[src/rtl/opb_register_simulink2ppc_capture.sv]
// OPB slave exposing a fabric-captured 32-bit word to the PowerPC, with NEW/OVERRUN/count status
// and a FREEZE/CLEAR control register. Single clock domain on OPB_Clk.
module opb_register_simulink2ppc_capture #(
   parameter logic [31:0] C_BASEADDR   = 32'h00000000,
   parameter logic [31:0] C_HIGHADDR   = 32'h0000000F,
   parameter int          C_OPB_AWIDTH = 32,
   parameter int          C_OPB_DWIDTH = 32,
   parameter              C_FAMILY     = "virtex5"
) (
   input  logic                      OPB_Clk,
   input  logic                      OPB_Rst,
   input  logic [0:C_OPB_AWIDTH-1]   OPB_ABus,
   input  logic [0:C_OPB_DWIDTH/8-1] OPB_BE,
   input  logic [0:C_OPB_DWIDTH-1]   OPB_DBus,
   input  logic                      OPB_RNW,
   input  logic                      OPB_select,
   input  logic                      OPB_seqAddr,
   output logic [0:C_OPB_DWIDTH-1]   Sl_DBus,
   output logic                      Sl_errAck,
   output logic                      Sl_retry,
   output logic                      Sl_toutSup,
   output logic                      Sl_xferAck,
   input  logic [31:0]               user_data_in,
   input  logic                      user_data_valid
);

   localparam logic [1:0]  S_IDLE = 2'd0;
   localparam logic [1:0]  S_ACK  = 2'd1;
   localparam logic [1:0]  S_WAIT = 2'd2;
   localparam logic [31:0] SPAN   = C_HIGHADDR - C_BASEADDR;

   logic [1:0]  r_state;
   logic [1:0]  w_nextState;
   logic [31:0] r_data;
   logic        r_new;
   logic        r_overrun;
   logic [15:0] r_count;
   logic        r_freeze;

   logic [31:0] w_offset;
   logic        w_inWindow;
   logic [1:0]  w_regSel;
   logic        w_ack;
   logic        w_dataRead;
   logic        w_ctrlWrite;
   logic        w_clear;
   logic        w_capture;
   logic [31:0] w_readWord;
   logic        w_unused;

   // Addresses below the base wrap to huge offsets, so one compare covers both window edges.
   assign w_offset   = OPB_ABus - C_BASEADDR;
   assign w_inWindow = (w_offset <= SPAN);
   assign w_regSel   = w_offset[3:2];

   assign w_ack       = (r_state == S_ACK) && !OPB_Rst;
   assign w_dataRead  = w_ack && OPB_RNW && (w_regSel == 2'd0);
   assign w_ctrlWrite = w_ack && !OPB_RNW && (w_regSel == 2'd2) && OPB_BE[0];
   assign w_clear     = w_ctrlWrite && OPB_DBus[1];
   assign w_capture   = user_data_valid && !r_freeze;

   always_comb begin
      w_nextState = r_state;
      case (r_state)
         S_IDLE:  if (OPB_select && w_inWindow) w_nextState = S_ACK;
         S_ACK:   w_nextState = S_WAIT;
         S_WAIT:  if (!OPB_select) w_nextState = S_IDLE;
         default: w_nextState = S_IDLE;
      endcase
   end

   always_ff @(posedge OPB_Clk) begin
      if (OPB_Rst) r_state <= S_IDLE;
      else         r_state <= w_nextState;
   end

   always_comb begin
      w_readWord = '0;
      case (w_regSel)
         2'd0:    w_readWord = r_data;
         2'd1:    w_readWord = {r_new, r_overrun, 14'd0, r_count};
         2'd2:    w_readWord = {r_freeze, 31'd0};
         default: w_readWord = '0;
      endcase
   end

   assign Sl_xferAck = w_ack;
   assign Sl_DBus    = (w_ack && OPB_RNW) ? w_readWord : '0;
   assign Sl_errAck  = 1'b0;
   assign Sl_retry   = 1'b0;
   assign Sl_toutSup = 1'b0;

   // A capture coinciding with a DATA read keeps NEW set and is not an overrun: the old word was consumed.
   always_ff @(posedge OPB_Clk) begin
      if (OPB_Rst) begin
         r_data    <= '0;
         r_new     <= 1'b0;
         r_overrun <= 1'b0;
         r_count   <= '0;
         r_freeze  <= 1'b0;
      end else begin
         if (w_capture) r_data <= user_data_in;

         if (w_capture)       r_new <= 1'b1;
         else if (w_dataRead) r_new <= 1'b0;

         if (w_clear)                                r_overrun <= 1'b0;
         else if (w_capture && r_new && !w_dataRead) r_overrun <= 1'b1;

         if (w_clear)        r_count <= '0;
         else if (w_capture) r_count <= r_count + 16'd1;

         if (w_ctrlWrite) r_freeze <= OPB_DBus[0];
      end
   end

   assign w_unused = ^{OPB_seqAddr, OPB_BE, OPB_DBus, C_FAMILY};

endmodule

[config.mk]
export PLATFORM = sky130hd
export DESIGN_NAME = opb_register_simulink2ppc_capture
export DESIGN_NICKNAME = d
export VERILOG_FILES = /design/src/rtl/opb_register_simulink2ppc_capture.sv
export SDC_FILE = /design/constraint.sdc
export NUM_CORES = 1
export LEC_CHECK = 0
export CAP_MARGIN = 20
export CORE_MARGIN = 8
export CORE_UTILIZATION = 34
export DETAILED_ROUTE_END_ITERATION = 8
export PLACE_DENSITY = 0.69
export SETUP_SLACK_MARGIN = 0.05
export SKIP_CTS_REPAIR_TIMING = 1
export SLEW_MARGIN = 40
export SYNTH_ARGS = -nofsm -noshare
export SYNTH_HDL_FRONTEND = slang
export SYNTH_SLANG_ARGS = --single-unit
[constraint.sdc]
create_clock -name OPB_Clk -period 1.6 [get_ports OPB_Clk]
set_input_delay 0.24 -clock OPB_Clk [delete_from_list [all_inputs] [get_ports OPB_Clk]]
set_output_delay 0.24 -clock OPB_Clk [all_outputs]
set_load 0.03 [all_outputs]
==> impl_metrics.py <==
metrics = {
    "sta": {
        "skew_ps": 8.59,
        "setup-violations-final": 32,
        "hold_viol_final": 0,
        "finalCriticalPeriod_ps": 1920,
        "post-route-period-util": 1.20,
        "max_freq_mhz": 520,
        "maxSlewViolCount": 0,
        "holdWs_ps": 410,
        "fin_ws_ps": -323,
        "grt_setup_unrepaired": "yes",
    },
    "critical_path": {
        "slowest_delay_ps": 350,
        "r2r-start": "r_count[7]",
        "ff2ff_path_depth": 4,
        "critical_path_class": "flop to primary output",
        "crit_path_start_kind": "flop",
        "cp-end-kind": "primary output",
        "reg2reg_to": "r_count[15]",
        "cpMaxStageDelayCell": "dfxtp_2",
        "crit_fanout": 15,
        "worstPathCellList": "nor3b_4 -> and4bb_2 -> buf_12 -> and2_4 -> buf_4",
        "required_ps": 1360,
        "reg2reg_slack_ps": 100,
        "cp.arrival_ps": 1680,
    },
    "yosys": {
        "synthesis.area_um2": 2550,
        "yosysUniqueCellTypes": 40,
        "synthCells": 318,
        "synth_area_leaders": "dfxtp_1, nand2_1, a21oi_1",
        "synth_common_cells": "nand2_1, dfxtp_1, a21oi_1",
        "synth_edf_count": 0,
        "async_reset_ff_frac": 0,
        "yosys.area.top_type_share": 0.416,
        "synth-seq-cells": 53,
        "synth-seq-area-share": 0.416,
        "yosysMostFrequentCell": "nand2_1",
        "synth_top_cell_by_area": "dfxtp_1",
        "synth-warning-count": 0,
        "avgSynthCellArea_um2": 8.03,
        "synth_ff_type": "dfxtp_1",
    },
    "power_and_ir_drop": {
        "leakage_nw": 1.64,
        "pwr_density_cell_nw_per_um2": 670,
        "irDropWorstVdd_v": 0.000272,
        "total_power_mw": 2.77,
    },
    "hold_path": {
        "hp-start": "OPB_Rst",
        "hold_class": "input pin to flop",
        "holdPathStages": 5,
        "hold_end": "r_freeze",
    },
    "grt": {
        "grt_pass1_vias": 2617,
        "antenna_found_initial": 0,
        "grt_pass1_wl_um": 12300,
        "grt.overflow.total": 0,
        "grt_start_max_net_pins": 38,
        "track_usage": 0.146,
    },
    "layout": {
        "layout-drive-gt1-share": 0.256,
        "nets": 540,
        "fin_cells": 533,
        "multiInputGateArea_um2": 1540,
        "syn_to_final_growth_pct": 61.6,
        "diodes": 0,
        "design_area_um2": 4130,
        "regArea_um2": 1060,
        "num-fill-cells": 696,
    },
    "die": {
        "die_h_um": 103,
        "core_um2": 7250,
        "die_area_um2": 10500,
        "die_width_um": 103,
        "rows": 31,
        "io_pins": 142,
        "start_util": 0.352,
    },
    "cts": {
        "htreeDepth": 2,
        "clkSinkCount": 53,
        "clock_latency_ps": 310,
        "cts_tree": "built",
        "cts_buffers": 5,
        "clkTransAtPathRegs_ps": 90,
        "clockBufferDepth": 2,
        "cts-root-buf": "clkbuf_8",
    },
    "placed_design": {
        "placed_area_um2": 3910,
        "hpwl_um": 5940,
        "gp_congestion": 0.801,
        "io_buffers": 102,
        "dp.cells": 524,
    },
    "status": {
        "violations": "setup timing",
        "status": "complete, but fails checks",
    },
    "drt": {
        "wire_per_inst_um": 14.2,
        "drt_iter0_markers": 78,
        "remaining_drc_errors": 0,
        "vias": 2496,
        "via_per_inst": 4.68,
        "ant_nets": 0,
        "drt_first_pass_iters": 4,
        "routed_wl_um": 7550,
    },
    "job": {
        "drv_cap": 0,
    },
}
sequential cells by signal, indices dropped and copies added, names as in the netlist:
name,count
r_count,16
r_data,32
r_freeze,1
r_new,1
r_overrun,1
r_state,2
report_power, final:
part	internal, mW	total, mW	leakage (nW)	switching [mW]
Combinational	0.246	0.411	1.14	0.165
Sequential	1.37	1.40	0.435	0.0283
Clock	0.509	0.955	0.0574	0.446
stage by stage:
| stage | utilization | setup TNS, ps | worst slack [ps] |
|---|---|---|---|
| after global routing | 0.569 | -10380 | -381 |
| after CTS | 0.555 | -10860 | -395 |
| final | 0.569 | -8290 | -323 |
| after global placement | 0.539 | -13840 | -352 |
| after detailed placement | 0.539 | -14880 | -392 |
| after floorplan | - | -4110 | -188 |
layout make-up:
class	instances	area share
clock buffer	6	0.0200
clock inverter	2	0.00910
inverter	2	0.00182
multi-input combinational	243	0.372
sequential	53	0.258
tap	99	0.0300
timing repair buffer	128	0.309
critical path, delay by kind of cell (launching register included):
family,cells,cell delay [ps]
buffers and inverters,2,290
and+or+nand+nor,3,720
DFF,1,350
placed cells by master, fill, tap and decap left out, types with 5 or more instances in the layout:
master           instances
a21oi_1                 38
nor4_1                   8
xor2_1                   5
nand3_1                  5
nand4_1                  5
buf_12                   7
buf_4                   39
clkdlybuf4s50_1         67
and2_4                  14
xnor2_1                  7
nor2_4                  12
buf_6                   13
nand2_1                 74
mux2i_1                 16
nor2_1                  17
clkbuf_8                 6
dfxtp_1                 51
worst max path at each step:
stage / from / slack [ps] / endpoint
floorplan: r_state[1] / -190 / Sl_DBus[16]
global placement: OPB_Rst / -350 / Sl_DBus[13]
detailed placement: OPB_Rst / -390 / Sl_DBus[4]
CTS: OPB_Rst / -400 / Sl_DBus[4]
global route: r_state[1] / -380 / Sl_DBus[4]
finish: r_state[1] / -320 / Sl_DBus[4]
metal layers:
metal	track usage	part of all wire	up-vias
met5	0	0	-
met3	0.0344	0.046	7
li1	-	-	1292
met4	0.0429	0.0098	0
met2	0.279	0.55	40
met1	0.154	0.40	1157
logic make-up after synthesis:
logic type,count (synthesis),share of synthesized area
AO/OA/AOI/OAI,46,0.0975
XOR/XNOR,12,0.0412
adder cells (fa/ha/maj),1,0.00490
buffers and inverters,24,0.0441
flip-flops,53,0.416
multiplexers,18,0.0706
other,1,0.00147
AND/OR/NAND/NOR,163,0.325
No activity file was read; power rests on OpenSTA's default activity.
